### config.mk
export PLATFORM = sky130hd
export DESIGN_NAME = truth_table_bist
export DESIGN_NICKNAME = d
export VERILOG_FILES = /design/src/rtl/truth_table_bist.sv
export SDC_FILE = /design/constraint.sdc
export NUM_CORES = 1
export LEC_CHECK = 0
export ABC_AREA = 0
export BUFFER_PORTS_ARGS = -buffer_cell sky130_fd_sc_hd__buf_2
export CAP_MARGIN = 25
export CORE_MARGIN = 5
export CORE_UTILIZATION = 35
export CTS_CLUSTER_SIZE = 30
export DETAILED_ROUTE_END_ITERATION = 12
export GPL_TIMING_DRIVEN = 0
export PLACE_DENSITY = 0.61
export SETUP_SLACK_MARGIN = 0.02
export SYNTH_ARGS = -nofsm -noshare
export SYNTH_HDL_FRONTEND = slang
export SYNTH_SLANG_ARGS = --single-unit
### constraint.sdc
create_clock -name clk -period 7 [get_ports clk]
set_clock_uncertainty 0.2 [all_clocks]
set_input_delay 1.05 -clock clk [delete_from_list [all_inputs] [get_ports clk]]
set_output_delay 1.05 -clock clk [all_outputs]
set_load 0.005 [all_outputs]
### src/rtl/truth_table_bist.sv
// truth_table_bist: exhaustive self-test sweep of a small combinational block.
// The controller drives every input vector in ascending order and holds each
// one for SETTLE extra cycles. On the last cycle of each hold it compares the
// single-bit response against a built-in truth table.
//
//  state | meaning
//  IDLE  | waiting for start; stim parked at 0, results held
//  RUN   | sweeping vectors, counting settle cycles and comparing
//  DONE  | one-cycle done pulse; pass reflects the finished run
module truth_table_bist #(
  parameter int                  N_IN     = 4,
  parameter logic [2**N_IN-1:0]  EXPECTED = 16'hFA02,
  parameter int                  SETTLE   = 1
) (
  input  logic            clk,
  input  logic            rst,
  input  logic            start,
  input  logic            resp,
  output logic [N_IN-1:0] stim,
  output logic            busy,
  output logic            done,
  output logic            pass,
  output logic [N_IN:0]   fail_count,
  output logic [N_IN-1:0] first_fail_idx,
  output logic            first_fail_valid
);

  localparam logic [7:0]      SETTLE_C = 8'(SETTLE);
  localparam logic [N_IN-1:0] LAST_IDX = '1;
  localparam logic [N_IN-1:0] IDX_ONE  = {{(N_IN-1){1'b0}}, 1'b1};
  localparam logic [N_IN:0]   CNT_ONE  = {{N_IN{1'b0}}, 1'b1};

  typedef enum logic [1:0] {IDLE, RUN, DONE} state_t;

  state_t          state;
  logic [N_IN-1:0] idx;
  logic [7:0]      cnt;
  logic            mismatch;

  // The response is compared against the table entry of the vector on stim.
  assign mismatch = resp ^ EXPECTED[idx];

  // Sequencer: the state, the sweep counters and all registered outputs.
  always_ff @(posedge clk or posedge rst) begin
    if (rst) begin
      state            <= IDLE;
      idx              <= '0;
      cnt              <= '0;
      stim             <= '0;
      busy             <= 1'b0;
      done             <= 1'b0;
      pass             <= 1'b0;
      fail_count       <= '0;
      first_fail_idx   <= '0;
      first_fail_valid <= 1'b0;
    end else begin
      case (state)
        IDLE: begin
          done <= 1'b0;
          stim <= '0;
          busy <= 1'b0;
          if (start) begin
            state            <= RUN;
            idx              <= '0;
            cnt              <= '0;
            busy             <= 1'b1;
            pass             <= 1'b0;
            fail_count       <= '0;
            first_fail_idx   <= '0;
            first_fail_valid <= 1'b0;
          end
        end
        RUN: begin
          if (cnt != SETTLE_C) begin
            cnt <= cnt + 8'd1;
          end else begin
            if (mismatch) begin
              fail_count <= fail_count + CNT_ONE;
              if (!first_fail_valid) begin
                first_fail_idx   <= idx;
                first_fail_valid <= 1'b1;
              end
            end
            if (idx == LAST_IDX) begin
              // pass must include the compare made on this same edge.
              state <= DONE;
              done  <= 1'b1;
              busy  <= 1'b0;
              stim  <= '0;
              pass  <= (fail_count == '0) && !mismatch;
            end else begin
              idx  <= idx + IDX_ONE;
              stim <= idx + IDX_ONE;
              cnt  <= '0;
            end
          end
        end
        DONE: begin
          done  <= 1'b0;
          state <= IDLE;
        end
        default: state <= IDLE;
      endcase
    end
  end

endmodule

=== Word-level counts from Yosys, hierarchy flattened ===
Memories as Yosys holds them, arrays and structs flattened.
Index checks and enable logic that the tools add are counted.

* $lt $le $gt $ge: 1
* Reductions and logical operators: 16
* Equality and inequality tests: 11
* Multiplexer cells: 38
* Bitwise gates (word level): 1
* $add $sub $neg: 3

{| class="wikitable"
|+ Operator list
! cell !! count
|-
| $mux W4 || 8
|-
| $mux W8 || 3
|-
| $pmux W4 S2 || 3
|-
| $pmux W8 S2 || 1
|-
| $mux W5 || 3
|-
| $ne A2 B2 Y1 const B || 6
|-
| $reduce_and A3 Y1 || 4
|-
| $reduce_and A4 Y1 || 3
|-
| $mux W1 || 11
|-
| $pmux W5 S2 || 1
|-
| $add A8 B1 Y8 const B || 1
|-
| $ne A8 B1 Y1 const B || 1
|-
| $pmux W1 S2 || 4
|-
| $mux W2 || 3
|-
| $add A5 B1 Y5 const B || 1
|-
| $logic_not A5 Y1 || 1
|-
| $lt A4 B5 Y1 const B || 1
|-
| $reduce_and A5 Y1 || 1
|-
| $add A4 B1 Y4 const B || 1
|-
| $eq A4 B4 Y1 const B || 1
|-
| $pmux W2 S2 || 1
|-
| $reduce_bool A2 Y1 || 2
|-
| $ne A3 B3 Y1 const B || 1
|-
| $eq A2 B1 Y1 const B || 1
|-
| other kinds (7) || 7
|}

* Register bits after elaboration: 31
* Logic and storage cells: 81
* Bits of input ports: 4
* Bits in read-only memories: 16
* Memories: 1
* Output and inout bits: 17

{| class="wikitable"
|+ Memories
! memory !! words !! width !! read ports !! clocked after Yosys merged registers in !! wr ports !! RTL line !! source
|-
| (name not given) || 16 || 1 || 1 || 0 || 0 || 41 || <nowiki>assign mismatch = resp ^ EXPECTED[idx];</nowiki>
|}

=== Longest topological paths before layout ===
Gate-level depths: netlist (run 1).

* Depth in word-level cells: 8
* Gate-level depth with buffers: 8
* Gate-level depth less buffers: 7

=== Least setup slack after synthesis (run 1) ===
No wires, ideal clock.

* Kind: input to register
* Start: input port start
* End: register fail_count[3]
* Required time: 6.696 ns
* Buffers on the path: 1
* Stages on the path: 6
* Data arrival time: 1.942 ns
* Library setup time: 0.104 ns
* Slack: 4.755 ns
* Cells stage by stage: nand2b_1 -> o21ai_1 -> nand2b_1 -> buf_2 -> or2_4 -> o41ai_2

* Longest elaborated chain between the ends: 2

{| class="wikitable"
|+ Ends and longest elaborated chain
! element !! RTL line !! source
|-
| start, declared || 17 || <nowiki>input logic start,</nowiki>
|-
| $ne A2 B2 Y1 (no source line) || n/a ||
|-
| $reduce_and A4 Y1 (no source line) || n/a ||
|-
| end signal, assigned || 78 || <nowiki>fail_count <= fail_count + CNT_ONE;</nowiki>
|-
| end, declared || 23 || <nowiki>output logic [N_IN:0] fail_count,</nowiki>
|}

Every way passes these cells.
A chain may end at the register's enable or synchronous reset.

=== Worst setup path in the final report (run 1) ===
* Start: register cnt[1]
* End: register idx[2]

* Longest elaborated chain between the ends: 3

{| class="wikitable"
|+ Ends and longest elaborated chain
! element !! RTL line !! source
|-
| start, declared || 37 || <nowiki>logic [7:0] cnt;</nowiki>
|-
| start signal, assigned || 75 || <nowiki>cnt <= cnt + 8'd1;</nowiki>
|-
| $ne A8 B1 Y1 || 74 || <nowiki>if (cnt != SETTLE_C) begin</nowiki>
|-
| $ne A2 B2 Y1 (no source line) || n/a ||
|-
| $reduce_and A4 Y1 (no source line) || n/a ||
|-
| end signal, assigned || 92 || <nowiki>idx <= idx + IDX_ONE;</nowiki>
|-
| end, declared || 36 || <nowiki>logic [N_IN-1:0] idx;</nowiki>
|}

Every way passes these cells.

==> run_results.csv, run 1 <==
group,metric,value,unit
worst_setup_path,crit_type,"flop to flop",
cells_and_area,antenna_cells,0,
clock_network,cts_buffers,5,
clock_network,cts_hold_buffers,0,
power,power_switching,0.397,mW
clock_network,cts_root_buf,"clkbuf_8",
timing,setup_ws,4600,ps
cells_and_area,areaGrowthSynthToFinish,17.8,%
power,ir_drop,210,uV
power,internal-power,0.547,mW
cells_and_area,fin_util,41.9,%
drt,drt_wl_total,3580,um
cells_and_area,fillers,470,
clock_network,cts_setup_buffers,0,
clock_network,h-tree-depth,2,
synthesis,syn_nets,174,
synthesis,ys_seq_area_share,46.9,%
placement,place_ws,4500,ps
timing,setup_violations,0,
power,combPwrFrac,49.2,%
synthesis,yosys.area.top_type,"dfrtp_1",
job,cap_violations,0,
timing,hold_viol_final,0,
drt,avgViaCountPerCell,5.23,
synthesis,synthTopCellsByArea,"dfrtp_1, ha_1, mux2i_1",
grt,grt_overflow,0,
cells_and_area,layout-drive-gt1-share,19.2,%
timing,rsz0062_at_grt,"false",
power,p_per_area,484,mW/mm2
power,p_seq_share,34.2,%
clock_network,cts.clk_slew.worst_paths,70,ps
placement,portBuffers,20,
floorplanning,ios,21,
min_path,hold_depth,1,
timing,slew_violations,0,
worst_setup_path,required,6970,ps
placement,place_congestion,0.857,
drt,ant_nets,0,
floorplanning,rows,25,
min_path,hold_path.class,"flop to flop",
power,leakage,0.918,nW
floorplanning,die_h,78.8,um
grt,grt_pass1_wl,6130,um
synthesis,synth_ff_type,"dfrtp_1",
grt,antenna_found_initial,0,
clock_network,cts.sinks,31,
placement,dpl.cell_count,239,
grt,grt_pass1_vias,1317,
drt,vias,1291,
grt,grt_max_degree,18,
timing,relSlewSlack,56.1,%
cells_and_area,layout.cells.non_filler,247,
timing,fin_crit_sh,34.3,%
timing,setup_tns,0,ps
timing,worstMarginPinSlew,640,ps
worst_setup_path,worstSetupEndpointType,"flop",
worst_setup_path,critPathLaunchType,"flop",
synthesis,synth_cell_types,40,
worst_setup_path,r2r.worst_path.cells,7,
run_status,status,"completed",
synthesis,synth-seq-cells,31,
grt,grt_use_total,12.9,%
synthesis,synth_top_area_share,46.9,%
timing,fin_crit,2400,ps
worst_setup_path,crit_arrival,2370,ps
synthesis,syn_area_per_cell,10.1,um2
synthesis,syn-instance-count,164,
drt,drc,0,
floorplanning,coreArea,0.00466,mm2
clock_network,cts_max_path_buffers,2,
floorplanning,initial_core_util,35.5,%
drt,drtIter0Drc,53,
worst_setup_path,r2r_slack,4600,ps
clock_network,cts_resized,0,
worst_setup_path,path_max_fanout,4,
synthesis,ys_warn_count,0,
power,clkPwrFrac,16.5,%
power,netSwitchingFraction,42.0,%
placement,hpwlAfterDp,2630,um
synthesis,synth-edff-count,0,
drt,wl_per_cell,14.5,um
timing,max_freq,0.417,GHz
synthesis,synthArstFlopShare,100,%
floorplanning,dieArea,0.00620,mm2
clock_network,cts_tree,"built",
drt,firstDrtPassIters,4,
synthesis,synth_area,0.00166,mm2
floorplanning,die_w,78.8,um
cells_and_area,nNetsFinal,202,
clock_network,clk_latency,290,ps
[layer usage]
layer	vias up	track usage, %	part of all wire, %
li1	634	-	-
met1	622	14.8	45
met2	28	21.9	48
met3	7	3.74	4.6
met4	0	6.29	2.0
met5	-	0	0
[cell usage after synthesis, types with 2 or more instances]
cell type,instances
ha_1,6
o21ai_0,10
a21o_1,6
nor4b_1,2
xnor2_1,6
and3_1,2
mux2i_1,7
clkbuf_1,4
nand2b_1,5
nor2_1,11
nand3_1,8
a21oi_1,2
o31ai_1,4
o41ai_2,2
nand2_1,15
and2_1,2
o21ai_1,5
nor3_1,2
nor3b_1,4
nor2b_1,2
dfrtp_1,31
inv_1,10
[critical path, cell delays in order, from the launching register on]
cell,delay [ps]
dfrtp_1,400
inv_1,80
ha_1,130
or4b_4,480
nor4_2,290
nand3_1,150
a21o_1,250
a211o_1,300
[power by group through the flow]
stage               clock network, mW  registers (mW)  logic (mW)
floorplan                           0           0.317       0.340
global placement                    0           0.325       0.461
detailed placement                  0           0.327       0.471
CTS                             0.161           0.323       0.474
global route                    0.169           0.336       0.531
finish                          0.156           0.323       0.465
[logic make-up (layout without fill, tap and decap cells)]
family	Yosys count	count (layout)	synth area share, %
simple gates	61	61	21.5
compound gates	38	38	16.3
flops	31	31	46.9
buf+inv	15	44	3.48
mux	7	7	4.23
fa+ha+maj	6	6	4.54
xor+xnor	6	6	3.17
[registers in the layout, summed over array words and instances, names as in the netlist]
signal	count
first_fail_idx	4
state	2
fail_count	5
busy	1
idx	4
cnt	8
done	1
stim	4
first_fail_valid	1
pass	1
[stage by stage]
| step | area, um2 | hold slack, ps | power, mW |
|---|---|---|---|
| finish | 1950 | 274 | 0.944 |
| floorplan | 1660 | 274 | 0.657 |
| global placement | 1820 | 261 | 0.787 |
| global route | 1950 | 307 | 1.04 |
| detailed placement | 1850 | 269 | 0.798 |
| CTS | 1950 | 283 | 0.958 |
[cell usage in the layout (no fill, tap or decap), drive strengths merged, types with 3 or more instances in the layout]
master and instances:
mux2i 7, nand3 8, buf 22, nand2 15, a21o 6, nor3b 4, xnor2 6, nor4 3
clkbuf 12, inv 10, o21ai 15, o31ai 4, dfrtp 31, o41ai 3, ha 6, nor2 11
nand2b 5
[cell type report]
cell class / instances / area, um2 / share of cell area (%)
Multi-Input combinational cell: 118 / 822 / 42.1
Sequential cell: 31 / 776 / 39.8
Timing Repair Buffer: 21 / 128 / 6.54
Clock buffer: 8 / 100 / 5.13
Tap cell: 54 / 67.6 / 3.46
Inverter: 10 / 37.5 / 1.92
Buffer: 5 / 20.0 / 1.03
[path summary, 6_finish.rpt]
| check | start | to |
|---|---|---|
| setup / recovery | cnt[1] | idx[2] |
| hold / removal | stim[1] | stim[1] |
| setup reg to reg | cnt[1] | idx[2] |
| hold reg to reg | stim[1] | stim[1] |
| max in group asynchronous | rst | busy |
| min in group asynchronous | rst | cnt[1] |
Power figures use the tool's default switching activity.
==> run 2, diff against run 1 <==
--- a/config.mk
+++ b/config.mk
@@ -13,7 +13,7 @@
 export CTS_CLUSTER_SIZE = 30
 export DETAILED_ROUTE_END_ITERATION = 12
 export GPL_TIMING_DRIVEN = 0
-export PLACE_DENSITY = 0.61
+export PLACE_DENSITY = 0.63
 export SETUP_SLACK_MARGIN = 0.02
 export SYNTH_ARGS = -nofsm -noshare
 export SYNTH_HDL_FRONTEND = slang
==> constraint.sdc (replaced) <==
create_clock -name clk -period 2.18 [get_ports clk]
set_clock_uncertainty 0.2 [all_clocks]
set_input_delay 0.327 -clock clk [delete_from_list [all_inputs] [get_ports clk]]
set_output_delay 0.327 -clock clk [all_outputs]
set_load 0.005 [all_outputs]
==> run_results.csv, run 2 (same netlist as run 1, synthesis figures left out) <==
group,metric,value,unit
run_status,status,"finished with violations",
run_status,violations,"negative setup slack",
clock_network,cts_buffers,5,
cells_and_area,top_regs,"cnt (8), fail_count (5)",
timing,fin_crit,2360,ps
drt,ant_nets,0,
clock_network,h-tree-depth,2,
placement,portBuffers,20,
cells_and_area,antenna_cells,0,
floorplanning,initial_core_util,35.5,%
floorplanning,rows,25,
cells_and_area,nNetsFinal,212,
worst_setup_path,cp_slowest_cell,"or4_4",
cells_and_area,layout.cells.non_filler,255,
timing,slew_violations,0,
floorplanning,ios,21,
worst_setup_path,worstSetupEndpointType,"flop",
timing,max_freq,0.424,GHz
power,ir_drop,730,uV
power,leakage,0.963,nW
worst_setup_path,required,2200,ps
floorplanning,coreArea,0.00466,mm2
cells_and_area,top_register,"cnt",
power,p_per_area,1600,mW/mm2
grt,grt_overflow,0,
worst_setup_path,r2r.worst_path.cells,7,
worst_setup_path,critPathLaunchType,"flop",
worst_setup_path,crit_arrival,2370,ps
timing,relSlewSlack,61.0,%
clock_network,cts_max_path_buffers,2,
cells_and_area,largest_reg_flops,8,
timing,setup_violations,24,
worst_setup_path,max_stage_delay,490,ps
floorplanning,dieArea,0.00620,mm2
clock_network,cts_tree,"built",
floorplanning,die_w,78.8,um
drt,firstDrtPassIters,4,
placement,placed_area,0.00186,mm2
grt,antenna_found_initial,0,
timing,worstMarginPinSlew,584,ps
clock_network,cts.clk_slew.worst_paths,60,ps
timing,setup_tns,-1980,ps
drt,drt_wl_total,3620,um
grt,grt_max_degree,21,
grt,grt_pass1_vias,1261,
timing,fin_crit_sh,108,%
cells_and_area,most-common-layout-cells,"dfrtp_1, buf_2, nand2_1",
grt,grt_use_total,12.5,%
worst_setup_path,cp_cell_sequence,"inv_2 > ha_4 > or4b_4 > or4_4 > a21o_4 > nor4_4 > a21o_1",
worst_setup_path,crit_type,"flop to flop",
cells_and_area,areaGrowthSynthToFinish,27.0,%
cells_and_area,fin_util,45.1,%
placement,dpl.cell_count,239,
min_path,hold_depth,3,
drt,vias,1304,
placement,hpwlAfterDp,2440,um
floorplanning,die_h,78.8,um
timing,rsz0062_at_grt,"true",
clock_network,cts_root_buf,"clkbuf_8",
cells_and_area,layout.cells.most_common,"dfrtp_1",
cells_and_area,final_area,0.00210,mm2
drt,avgViaCountPerCell,5.11,
drt,wl_per_cell,14.2,um
cells_and_area,layout-drive-gt1-share,28.4,%
timing,hold_viol_final,0,
job,cap_violations,0,
timing,hold_ws,263,ps
clock_network,clk_latency,280,ps
cells_and_area,fillers,447,
drt,drc,0,
timing,setup_ws,-178,ps
grt,grt_pass1_wl,6040,um
min_path,hold_path.class,"input pin to flop",
drt,drtIter0Drc,44,
clock_network,cts.sinks,31,
worst_setup_path,path_max_fanout,5,
placement,place_congestion,0.790,
[run 2: cell count changes in the layout (fill, tap and decap cells not counted), sizes merged]
cell         delta
clkbuf          -2
dlygate4sd3     +1
buf             +9
[run 2: where the power goes]
group          internal (mW)  switching, mW
Combinational          0.921          0.984
Clock                  0.212          0.200
Sequential             0.817          0.226
Total                   1.95           1.41
[run 2: cell type report]
class	instances	area (um2)	area share (%)
Sequential cell	31	777	37.0
Timing Repair Buffer	31	213	10.1
Inverter	10	37.5	1.79
Buffer	5	26.3	1.25
Tap cell	54	67.6	3.21
Multi-Input combinational cell	118	908	43.2
Clock buffer	6	72.6	3.45
[run 2: repair_timing]
item | CTS | global route
hold buffers | 1 | 0
setup endpoints to repair | 28 | 29
hold endpoints to repair | 11 | 0
resized for setup | 7 | 16
buffers inserted | 4 | 5
pin swaps | 9 | 5
[run 2: path summary, 6_finish.rpt]
| path | start | slack, ps | end |
|---|---|---|---|
| setup / recovery | cnt[1] | -180 | idx[1] |
| hold / removal | start | 260 | busy |
| setup reg to reg | cnt[1] | -180 | idx[1] |
| hold reg to reg | stim[1] | 280 | stim[1] |
| max in group asynchronous | rst | 830 | stim[1] |
| min in group asynchronous | rst | 450 | cnt[1] |
[run 2: through the flow]
step           setup slack [ps]  power (mW)
2_1_floorplan             -37.3        2.14
3_3_place_gp               -255        2.55
3_5_place_dp               -288        2.58
4_1_cts                    -177        3.15
5_1_grt                    -257        3.67
6_report                   -178        3.36
[run 2: critical path: cells and delay by family, from the launching register on]
kind	cells	cell delay (ps)
buf+inv	1	80
simple gates	3	1140
fa+ha+maj	1	120
flops	1	390
compound gates	2	380
[run 2: per-layer routing]
layer  wire length [um]  vias up  track usage (%)
met3                165        2             4.76
li1                   -      660                -
met1               1720      621             16.5
met5                  0        -                0
met2               1720       21             19.4
met4                 18        0             3.15
